<file path="config.mk">
export PLATFORM = sky130hd
export DESIGN_NAME = checkout_accumulator
export DESIGN_NICKNAME = d
export VERILOG_FILES = /design/src/rtl/checkout_accumulator.sv
export SDC_FILE = /design/constraint.sdc
export NUM_CORES = 1
export LEC_CHECK = 0
export ABC_AREA = 1
export CORE_ASPECT_RATIO = 0.7
export CORE_UTILIZATION = 59
export CTS_CLUSTER_SIZE = 12
export DETAILED_ROUTE_END_ITERATION = 12
export GPL_TIMING_DRIVEN = 0
export HOLD_SLACK_MARGIN = 0.1
export PLACE_DENSITY = 0.78
export SETUP_SLACK_MARGIN = 0.02
export SYNTH_ARGS = -nofsm -noshare
export SYNTH_HDL_FRONTEND = slang
export SYNTH_SLANG_ARGS = --single-unit
</file>
<file path="constraint.sdc">
create_clock -name clk -period 4.74 [get_ports clk]
set_clock_uncertainty 0.05 [all_clocks]
set_input_delay 0.948 -clock clk [delete_from_list [all_inputs] [get_ports clk]]
set_output_delay 0.948 -clock clk [all_outputs]
set_load 0.01 [all_outputs]
</file>
<file path="src/rtl/checkout_accumulator.sv">
// checkout_accumulator: registered weight*price line subtotal, running sum with
// saturating adds, an undo stack of the most recent deltas, synchronous clear,
// and a lock FSM that refuses repeat adds until the weight/price entry changes.
//
// state  | meaning
// -------+-----------------------------------------------------------------
// ARMED  | next add pulse is accepted
// LOCKED | an add was taken for the captured entry; adds ignored until the
//        | registered weight or price differs from the captured pair, or clear
module checkout_accumulator #(
   parameter int W_WIDTH    = 4,
   parameter int P_WIDTH    = 4,
   parameter int SUM_WIDTH  = 16,
   parameter int CNT_WIDTH  = 4,
   parameter int HIST_DEPTH = 4
) (
   input  logic                         clk,
   input  logic                         reset,
   input  logic [W_WIDTH-1:0]           weight,
   input  logic [P_WIDTH-1:0]           price,
   input  logic                         add_btn,
   input  logic                         undo_btn,
   input  logic                         clear_btn,
   output logic [W_WIDTH+P_WIDTH-1:0]   single,
   output logic [SUM_WIDTH-1:0]         sum,
   output logic [CNT_WIDTH-1:0]         item_count,
   output logic                         overflow,
   output logic                         locked,
   output logic                         hist_empty,
   output logic                         hist_full
);

   localparam int S_WIDTH = W_WIDTH + P_WIDTH;
   localparam int PTR_W   = $clog2(HIST_DEPTH);
   localparam int LVL_W   = PTR_W + 1;
   localparam logic [SUM_WIDTH-1:0] SUM_MAX = '1;
   localparam logic [CNT_WIDTH-1:0] CNT_MAX = '1;

   typedef enum logic {ARMED = 1'b0, LOCKED = 1'b1} state_t;

   // button synchronisers: bit 0 add, bit 1 undo, bit 2 clear
   logic [2:0] btn_raw;
   logic [2:0] s1_q, s1_d, s2_q, s2_d, prev_q, prev_d, ok_q, ok_d;
   logic       started_q, started_d;
   logic [2:0] pulse;

   state_t                 state_q, state_d;
   logic [S_WIDTH-1:0]     single_q, single_d;
   logic [W_WIDTH-1:0]     w_q, w_d, cap_w_q, cap_w_d;
   logic [P_WIDTH-1:0]     p_q, p_d, cap_p_q, cap_p_d;
   logic [SUM_WIDTH-1:0]   sum_q, sum_d;
   logic [CNT_WIDTH-1:0]   cnt_q, cnt_d;
   logic                   ovf_q, ovf_d;
   logic [S_WIDTH-1:0]     hist_q [HIST_DEPTH];
   logic [S_WIDTH-1:0]     hist_d [HIST_DEPTH];
   logic [PTR_W-1:0]       top_q, top_d, top_dec;
   logic [LVL_W-1:0]       lvl_q, lvl_d;
   logic                   empty_q, empty_d, full_q, full_d;

   logic [SUM_WIDTH-1:0]   single_ext, headroom, delta_ext;
   logic                   entry_changed;

   assign btn_raw = {clear_btn, undo_btn, add_btn};

   // Edge detect; ok_q masks a button until it has been seen low after reset,
   // so a level held across reset release never produces a pulse.
   always_comb begin
      s1_d      = btn_raw;
      s2_d      = s1_q;
      prev_d    = s2_q;
      started_d = 1'b1;
      ok_d      = ok_q | ({3{started_q}} & ~s1_q);
      pulse     = s2_q & ~prev_q & ok_q;
   end

   // Saturating add amount and entry-change detection on the registered entry
   always_comb begin
      single_ext    = SUM_WIDTH'(single_q);
      headroom      = SUM_MAX - sum_q;
      delta_ext     = (single_ext > headroom) ? headroom : single_ext;
      entry_changed = (w_q != cap_w_q) || (p_q != cap_p_q);
      top_dec       = top_q - 1'b1;
   end

   // Next state: clear > undo > add, plus lock release on entry change
   always_comb begin
      single_d = S_WIDTH'(weight) * S_WIDTH'(price);
      w_d      = weight;
      p_d      = price;
      state_d  = state_q;
      sum_d    = sum_q;
      cnt_d    = cnt_q;
      ovf_d    = ovf_q;
      hist_d   = hist_q;
      top_d    = top_q;
      lvl_d    = lvl_q;
      cap_w_d  = cap_w_q;
      cap_p_d  = cap_p_q;

      if (state_q == LOCKED && entry_changed) state_d = ARMED;

      if (pulse[2]) begin
         sum_d   = '0;
         cnt_d   = '0;
         ovf_d   = 1'b0;
         top_d   = '0;
         lvl_d   = '0;
         state_d = ARMED;
      end else if (pulse[1]) begin
         if (lvl_q != '0) begin
            sum_d = sum_q - SUM_WIDTH'(hist_q[top_dec]);
            top_d = top_dec;
            lvl_d = lvl_q - 1'b1;
            if (cnt_q != '0) cnt_d = cnt_q - 1'b1;
         end
      end else if (pulse[0] && state_q == ARMED) begin
         sum_d         = sum_q + delta_ext;
         if (single_ext > headroom) ovf_d = 1'b1;
         if (cnt_q != CNT_MAX) cnt_d = cnt_q + 1'b1;
         hist_d[top_q] = S_WIDTH'(delta_ext);
         top_d         = top_q + 1'b1;
         if (lvl_q != LVL_W'(HIST_DEPTH)) lvl_d = lvl_q + 1'b1;
         cap_w_d       = w_q;
         cap_p_d       = p_q;
         state_d       = LOCKED;
      end

      empty_d = (lvl_d == '0);
      full_d  = (lvl_d == LVL_W'(HIST_DEPTH));
   end

   // State register with asynchronous active-low reset
   always_ff @(posedge clk or negedge reset) begin
      if (!reset) begin
         s1_q      <= '0;
         s2_q      <= '0;
         prev_q    <= '0;
         ok_q      <= '0;
         started_q <= 1'b0;
         state_q   <= ARMED;
         single_q  <= '0;
         w_q       <= '0;
         p_q       <= '0;
         cap_w_q   <= '0;
         cap_p_q   <= '0;
         sum_q     <= '0;
         cnt_q     <= '0;
         ovf_q     <= 1'b0;
         hist_q    <= '{default: '0};
         top_q     <= '0;
         lvl_q     <= '0;
         empty_q   <= 1'b1;
         full_q    <= 1'b0;
      end else begin
         s1_q      <= s1_d;
         s2_q      <= s2_d;
         prev_q    <= prev_d;
         ok_q      <= ok_d;
         started_q <= started_d;
         state_q   <= state_d;
         single_q  <= single_d;
         w_q       <= w_d;
         p_q       <= p_d;
         cap_w_q   <= cap_w_d;
         cap_p_q   <= cap_p_d;
         sum_q     <= sum_d;
         cnt_q     <= cnt_d;
         ovf_q     <= ovf_d;
         hist_q    <= hist_d;
         top_q     <= top_d;
         lvl_q     <= lvl_d;
         empty_q   <= empty_d;
         full_q    <= full_d;
      end
   end

   assign single     = single_q;
   assign sum        = sum_q;
   assign item_count = cnt_q;
   assign overflow   = ovf_q;
   assign locked     = (state_q == LOCKED);
   assign hist_empty = empty_q;
   assign hist_full  = full_q;

endmodule
</file>
# After elaboration in Yosys (flattened, before gate mapping)
# Index checks and enable logic that the tools add are counted.
[classes]
n_bitwise = 11
magnitude_cmp = 4
n_mux = 34
eq_ne = 8
n_addsub = 9
reduce_logical = 15
multipliers = 1
[op_table]
columns = ["operator", "count"]
rows = [
  ["16-bit two-way mux", 5],
  ["32-bit bitwise mux", 1],
  ["4-bit two-way mux", 6],
  ["8-bit two-way mux", 3],
  ["16-bit adder", 1],
  ["8-bit binary-select mux with 2-bit select", 1],
  ["8-bit demux with 2-bit select", 1],
  ["8-bit by 16-bit > comparator with 1-bit output", 1],
  ["16-bit subtractor, first input constant", 1],
  ["16-bit by 8-bit subtractor with 16-bit output", 1],
  ["3-bit two-way mux", 5],
  ["3-bit bitwise AND", 3],
  ["3-bit nonzero test", 3],
  ["4-bit by 4-bit multiplier with 8-bit output", 1],
  ["1-bit two-way mux", 8],
  ["2-bit two-way mux", 4],
  ["4-bit inequality test", 2],
  ["3-bit >= comparator, second input constant", 2],
  ["3-bit by 1-bit inequality test with 1-bit output, second input constant", 2],
  ["2-bit inverter with 3-bit output", 2],
  ["3-bit inverter", 2],
  ["3-bit AND reduction", 2],
  ["4-bit by 1-bit adder with 4-bit output, second input constant", 1],
  ["4-bit inequality test, second input constant", 1],
  ["18 further kinds", 23],
]
[word_totals]
in_bits = 13
register_bits = 98
wordCells = 104

# Longest topological paths before layout
# Gate-level depths: netlist of the first run.
[logic_depth]
depth_word = 9
mapped_depth = 31
mapped_depth_nobuf = 30

# Worst setup path before layout of the first run
# No wires, ideal clock.
[synth_path]
path_kind = "flip-flop to flip-flop"
start = "register top_q[0]"
end = "register sum_q[12], in the netlist sum[12]"
period_less_slack_ps = 4120
path_stages_with_launch = 23
path_slack_ps = 620
t_arrival_ps = 3944
required_time_ps = 4564
path_cell_list = "dfrtp_1 clkbuf_1 clkinv_1 clkbuf_1 ha_1 clkbuf_1 clkinv_1 a21oi_1 a32o_1 o21ai_0 ha_1 fa_1 nand3b_1 nand2_1 nand2_1 a21oi_1 a31oi_1 o21ai_0 nand3_1 nand2_1 nand2_1 nand2_1 o21ai_0"
[synth_via]
elab_chain_len = 9
[synth_lines]
columns = ["element", "line_no", "source"]
rows = [
  ["start: declaration", "56", "logic [PTR_W-1:0] top_q, top_d, top_dec;"],
  ["start signal: assignment", "170", "top_q <= top_d;"],
  ["2-bit by 1-bit subtractor with 2-bit output", "82", "top_dec = top_q - 1'b1;"],
  ["2-bit inverter with 3-bit output (implied by the code)", "111", "sum_d = sum_q - SUM_WIDTH'(hist_q[top_dec]);"],
  ["8-bit binary-select mux with 2-bit select", "111", ""],
  ["8-bit two-way mux (implied by the code) (2 in series)", "111", ""],
  ["16-bit by 8-bit subtractor with 16-bit output", "111", ""],
  ["16-bit two-way mux", "110", "if (lvl_q != '0) begin"],
  ["16-bit two-way mux", "109", "end else if (pulse[1]) begin"],
  ["16-bit two-way mux", "102", "if (pulse[2]) begin"],
  ["end signal: assignment", "166", "sum_q <= sum_d;"],
  ["end: declaration", "51", "logic [SUM_WIDTH-1:0] sum_q, sum_d;"],
]
# No other way between the ends. The select of a mux whose other input is x is not followed.
# A chain may end at the register's enable or synchronous reset.

# Final worst setup path of the first run
[layout_path]
start = "register sum_q[5], in the netlist sum[5]"
end = "register sum_q[13], in the netlist sum[13]"
[layout_via]
elab_chain_len = 7
word_cells_on_any_way = 9
[layout_lines]
columns = ["element", "line_no", "source"]
rows = [
  ["16-bit subtractor", "79", "headroom = SUM_MAX - sum_q;"],
  ["8-bit by 16-bit > comparator with 1-bit output", "80", "delta_ext = (single_ext > headroom) ? headroom : single_ext;"],
  ["16-bit two-way mux", "80", ""],
  ["16-bit adder", "117", "sum_d = sum_q + delta_ext;"],
  ["16-bit two-way mux", "116", "end else if (pulse[0] && state_q == ARMED) begin"],
  ["16-bit two-way mux *", "109", ""],
  ["16-bit two-way mux *", "102", ""],
]
# Every way passes the cells marked *; elsewhere a longest branch is shown, timed or not. The select of a mux whose other input is x is not followed.

==> flow_metrics.tcl, run 1 <==
set metrics [dict create \
    routed_via_density 5.68 \
    antenna_found_initial 0 \
    cts-root-buf "clkbuf_16" \
    grt_max_degree 55 \
    timing.slew.headroom_pct 52.3 \
    status "completed" \
    intPower_mw 2.11 \
    die_h_um 83.9 \
    synth.avg_cell_area_um2 8.41 \
    seqPwrFrac_pct 36.2 \
    die_w_um 119 \
    netlist_top_cells_area "dfrtp_1, nand2_1, ha_1" \
    crit_required_ns 4.93 \
    synth-compound-area-share_pct 13.8 \
    syn_nets 738 \
    synthFlopType "dfrtp_1" \
    grt_pass1_wl_um 23000 \
    drc 0 \
    wl_per_cell_um 15.8 \
    yosysWarnings 0 \
    synthArstFlopShare_pct 100 \
    wl_um 13500 \
    cts_sinks 98 \
    io_buffers 44 \
    hold_class "reg2reg" \
    fin_crit_sh_pct 92.2 \
    p_switching_mw 1.51 \
    max_freq_mhz 229 \
    core-area_um2 9180 \
    min_from "prev_d[0]" \
    drt_iter0_markers 411 \
    drt_pass1_iterations 5 \
    r2r_slack_ns 0.37 \
    synth_area_um2 5660 \
    area_delta_synth_final_pct 16.6 \
    yosys.area_share.adder_pct 12.3 \
    cts_made_buffers 9 \
    ir_drop_v 0.000327 \
    gp_congestion 0.940 \
    yosys.area_share.simple_pct 21.1 \
    period_minus_slack_ns 4.37 \
    final_nets 793 \
    worstMarginPinSlew_ns 0.712 \
    ios 45 \
    vias 4871 \
    synth-seq-area-share_pct 43.4 \
    synth.distinct_cells 46 \
    clockBufferDepth 2 \
    synth-xor-area-share_pct 3.72 \
    synth_most_common_cell "nand2_1" \
    synth_seq_cells 98 \
    holdPathStages 0 \
    power.share.clock_pct 19.1 \
    post-route-util_pct 71.8 \
    critPathKind "reg2reg" \
    rsz0062_at_grt "false" \
    initial_core_util_pct 61.6 \
    synth_edf_count 0 \
    combPwrFrac_pct 44.7 \
    grt_usage_pct 29.4 \
    worst_slack_ns 0.368 \
    ant_nets 0 \
    rr_endpoint "sum[13]" \
    worstReg2RegStart "sum[5]" \
    endpoint_kind "flop" \
    synth_cells 673 \
    setup_viol 0 \
    synth.area.mux_share_pct 0 \
    fp-row-count 29 \
    dpl.hpwl_um 10200 \
    synth_top_area_share_pct 42.9 \
    n_antenna_cell 0 \
    rr_worst_depth 26 \
    arrival_ns 4.56 \
    die_area_um2 9990 \
    synth_top_family_by_area "simple AND/OR/NAND/NOR gates" \
    grt_pass1_vias 4710 \
    synth_common_cells "nand2_1, dfrtp_1, inv_1" \
    place_ws_ns -0.550 \
    insertion_delay_ns 0.35 \
    drive_above_1_share_pct 7.23 \
    htreeDepth 3 \
    worstHoldEndpoint "prev_q[0]" \
    grt-ovfl-total 0 \
    start_kind "flop" \
    clk_pin_slew_ns 0.07 \
    fillers 684 \
    p_sw_share_pct 41.7 \
    p_per_area_nw_per_um2 549 \
    drv_cap 0 \
    synth_top_cell_by_area "dfrtp_1" \
    cp_max_fo 10 \
    hold_violations 0 \
    leakage_nw 3.31 \
    cts_tree "built" \
    slew_violations 0 \
]
==> area by class of cell <==
class,instances,area [um^2],share of cell area (%)
multi-input cells,492,2910,44.1
flip-flops and latches,98,2460,37.2
repair buffers,47,480,7.29
inverters,69,262,3.97
clock buffers,10,229,3.47
well taps,124,155,2.35
clock inverters,6,51.3,0.778
plain buffers,11,50.0,0.759
==> how the worst max path moves through the flow <==
stage / startpoint / endpoint / slack (ns) / cells past startpoint
finish: sum[5] / sum[13] / 0.37 / 26
global route: sum[5] / sum[13] / 0.009 / 26
CTS: top_q[0] / sum[12] / 0.15 / 20
detailed placement: top_q[0] / sum[12] / -0.55 / 22
global placement: reset / sum[10] / -0.83 / 1
floorplan: top_q[0] / sum[12] / 0.62 / 22
==> power groups by stage <==
stage                     clock [mW]  sequential [mW]  combinational [mW]
final                          0.693             1.31                1.62
after global routing           0.740             1.34                1.82
after CTS                      0.706             1.30                1.58
after detailed placement           0             1.31                1.56
after global placement             0             1.29                1.49
after floorplan                    0             1.30                1.01
==> routing by layer <==
layer | routed length, um | global-route usage [%]
met1 | 6400 | 41.6
met2 | 6210 | 46.1
met5 | 0 | 0
met4 | 107 | 7.13
met3 | 821 | 6.49
==> registers in the layout, summed over array words and instances (netlist names), 2 cells and up <==
| register | flops |
|---|---|
| w_q | 4 |
| sum | 16 |
| cap_w_q | 4 |
| item_count | 4 |
| prev_q | 3 |
| hist_q | 32 |
| ok_q | 3 |
| lvl_q | 3 |
| p_q | 4 |
| single | 8 |
| cap_p_q | 4 |
| s1_q | 3 |
| top_q | 2 |
| prev_d | 3 |
==> placed cells by master, fill, tap and decap left out, drive strengths merged, types with 2 or more instances in the layout <==
master         synthesis  layout
fa                     6       6
o21ai                 64      64
xnor2                  5       5
o21a                   2       2
a21o                   2       2
o31ai                  7       7
nor3                   5       5
buf                    2       6
a32o                   2       2
ha                    46      46
nand2                190     190
nor2                  56      56
a21oi                 34      34
nand3                 18      18
clkinv                 4       5
xor2                  19      19
o22ai                  5       5
dfrtp                 97      97
clkbuf                12      19
clkinvlp               0       3
inv                   65      67
o311ai                 4       4
a31oi                  4       4
nand3b                 2       2
clkdlybuf4s50          0      43
o21bai                 3       3
nand4                  3       3
nor4                   4       4
==> through the flow <==
step / power, mW / hold WS, ns / cells / setup TNS, ns / area [um^2]
finish: 3.62 / 0.323 / 857 / 0 / 6590
global route: 3.90 / 0.338 / 857 / 0 / 6590
CTS: 3.58 / 0.320 / 856 / 0 / 6560
global placement: 2.78 / 0.305 / 841 / -81.66 / 6250
floorplan: 2.30 / 0.297 / 673 / 0 / 5660
detailed placement: 2.87 / 0.305 / 842 / -2.79 / 6280
==> repair_timing <==
action                                  4_1_cts  5_1_grt
endpoints found under the setup margin        8        6
hold endpoints to repair                      0        0
setup buffers                                 0        2
hold buffers                                  0        0
resized for setup                             4       10
pin swaps                                     0        2
==> cells by family (layout without fill, tap and decap cells) <==
| group | count (synthesis) | in the layout |
|---|---|---|
| flip-flops | 98 | 98 |
| XOR/XNOR | 24 | 24 |
| AND/OR/NAND/NOR | 282 | 282 |
| adder cells (fa/ha/maj) | 52 | 52 |
| AO/OA/AOI/OAI | 133 | 133 |
| buffers and inverters | 83 | 143 |
| other | 1 | 1 |
==> worst max-delay path, cell delays in order (launching register included) <==
cell,delay [ns]
dfrtp_2,0.45
ha_1,0.31
a21oi_1,0.15
nor2_1,0.05
nor2_1,0.15
nand2_2,0.13
nand2_2,0.10
buf_6,0.17
nand2_1,0.10
nand2_4,0.12
ha_2,0.22
nand2_1,0.07
nor2_2,0.16
nand2_1,0.08
o21ai_0,0.16
o32ai_1,0.14
ha_1,0.38
nand2_1,0.09
o21ai_0,0.17
a21o_1,0.15
a21oi_1,0.12
o21ai_2,0.29
nand3_1,0.11
nand2_1,0.09
a21oi_1,0.06
o21ai_0,0.12
nand2_1,0.07
(Power assumes the default switching activity.)
==> inputs of run 2 (changes only) <==
--- a/config.mk
+++ b/config.mk
@@ -7,6 +7,7 @@
 export LEC_CHECK = 0
 export ABC_AREA = 1
 export CORE_ASPECT_RATIO = 0.7
+export CORE_MARGIN = 2
 export CORE_UTILIZATION = 59
 export CTS_CLUSTER_SIZE = 12
 export DETAILED_ROUTE_END_ITERATION = 12
==> flow_metrics.tcl, run 2 (synthesis results as in run 1) <==
set metrics [dict create \
    top_register "hist_q" \
    wl_per_cell_um 16.3 \
    rsz0062_at_grt "false" \
    area_delta_synth_final_pct 17.5 \
    ant_nets 0 \
    die_area_um2 10400 \
    cts_tree "built" \
    die_h_um 85.9 \
    insertion_delay_ns 0.35 \
    die_w_um 121 \
    timing.slew.headroom_pct 50.8 \
    drt_pass1_iterations 5 \
    io_buffers 44 \
    status "completed" \
    htreeDepth 3 \
    core-area_um2 9180 \
    cp_max_fo 10 \
    grt_pass1_wl_um 23500 \
    routed_via_density 5.70 \
    final_nets 795 \
    fin_tns_setup_ns 0 \
    critPathKind "reg2reg" \
    fillers 665 \
    hold_violations 0 \
    holdWs_ns 0.323 \
    slew_violations 0 \
    grt-ovfl-total 0 \
    p_per_area_nw_per_um2 561 \
    gp_congestion 0.910 \
    endpoint_kind "flop" \
    dp_cells 842 \
    leakage_nw 3.34 \
    drv_cap 0 \
    layout_commonest_cell "nand2_1" \
    drc 0 \
    grt_pass1_vias 4712 \
    n_antenna_cell 0 \
    antenna_found_initial 0 \
    clockBufferDepth 2 \
    clk_pin_slew_ns 0.07 \
    final_cells 859 \
    fp-row-count 29 \
    cts_made_buffers 9 \
    multi_input_area_um2 2930 \
    mostFrequentLayoutCells "nand2_1, dfrtp_1, inv_1" \
    grt_usage_pct 28.9 \
    ios 45 \
    wl_um 14000 \
    largest_reg_flops 32 \
    start_kind "flop" \
    cts_sinks 98 \
    ir_drop_v 0.000340 \
    worstMarginPinSlew_ns 0.735 \
    vias 4895 \
    ff_latch_area_um2 2450 \
    dpl.hpwl_um 10300 \
    grt_max_degree 64 \
    initial_core_util_pct 61.6 \
    hold_class "reg2reg" \
    drt_iter0_markers 540 \
    setup_viol 0 \
    max_freq_mhz 227 \
    cts-root-buf "clkbuf_16" \
    arrival_ns 4.60 \
    crit_required_ns 4.93 \
    fin_crit_sh_pct 93.1 \
    total_power_mw 3.73 \
    drive_above_1_share_pct 6.80 \
    period_minus_slack_ns 4.41 \
]
-- run 2: timing repair --
item,in CTS,in global routing
setup buffers,0,3
endpoints found under the setup margin,8,5
pin swaps,0,2
hold buffers,0,0
resized for setup,4,10
-- run 2: metal layers --
layer | global-route usage (%) | routed length [um] | up-vias
li1 | - | - | 2328
met1 | 42.5 | 6550 | 2370
met2 | 43.8 | 6380 | 176
met3 | 6.85 | 945 | 21
met4 | 5.81 | 163 | 0
met5 | 0 | 0 | -
-- run 2: worst max-delay path, cell delays in order (launching register included) --
cell	delay, ns
dfrtp_1	0.46
ha_1	0.32
a21oi_1	0.16
nor2_1	0.06
nor2_1	0.13
nand2_2	0.13
nand2_2	0.10
buf_6	0.16
nand2_1	0.08
nand2_2	0.16
ha_1	0.24
nand2_1	0.08
nor2_2	0.17
nand2_1	0.08
nand2_1	0.07
inv_1	0.04
o32ai_1	0.22
ha_1	0.35
a21oi_1	0.14
o21ai_0	0.10
a21o_1	0.21
a21oi_4	0.19
o21ai_4	0.11
buf_4	0.15
a21oi_1	0.11
nand3_1	0.08
nand3_1	0.07
nand2_1	0.05
-- run 2: where the power goes --
part / switching, mW / internal, mW
Combinational: 0.976 / 0.686
Clock: 0.327 / 0.427
Sequential: 0.228 / 1.08
-- run 2: final cells by class --
| type | instances | share of cell area, % |
|---|---|---|
| Multi-Input combinational cell | 492 | 44.0 |
| Tap cell | 124 | 2.34 |
| Sequential cell | 98 | 36.9 |
| Timing Repair Buffer | 48 | 7.34 |
| Buffer | 12 | 0.810 |
| Inverter | 69 | 3.94 |
| Clock inverter | 5 | 0.942 |
| Clock buffer | 11 | 3.65 |
-- run 2: per-stage QoR --
step | setup slack, ns | area, um^2 | utilization [%]
final | 0.329 | 6640 | 72.4
after global routing | 0.00660 | 6640 | 72.4
after CTS | 0.121 | 6590 | 71.8
after detailed placement | -0.612 | 6280 | 68.4
after global placement | -0.906 | 6250 | 68.1
after floorplan | 0.620 | 5660 | -
-- run 2: path summary, 6_finish.rpt --
| kind | start | endpoint | slack (ns) | cells after the start |
|---|---|---|---|---|
| min in group asynchronous | reset | cap_w_q[1] | 0.51 | 1 |
| hold reg to reg | prev_d[0] | prev_q[0] | 0.32 | 0 |
| setup / recovery | sum[5] | sum[15] | 0.33 | 27 |
| hold / removal | prev_d[0] | prev_q[0] | 0.32 | 0 |
| max in group asynchronous | reset | hist_empty | 3.41 | 2 |
| setup reg to reg | sum[5] | sum[15] | 0.33 | 27 |
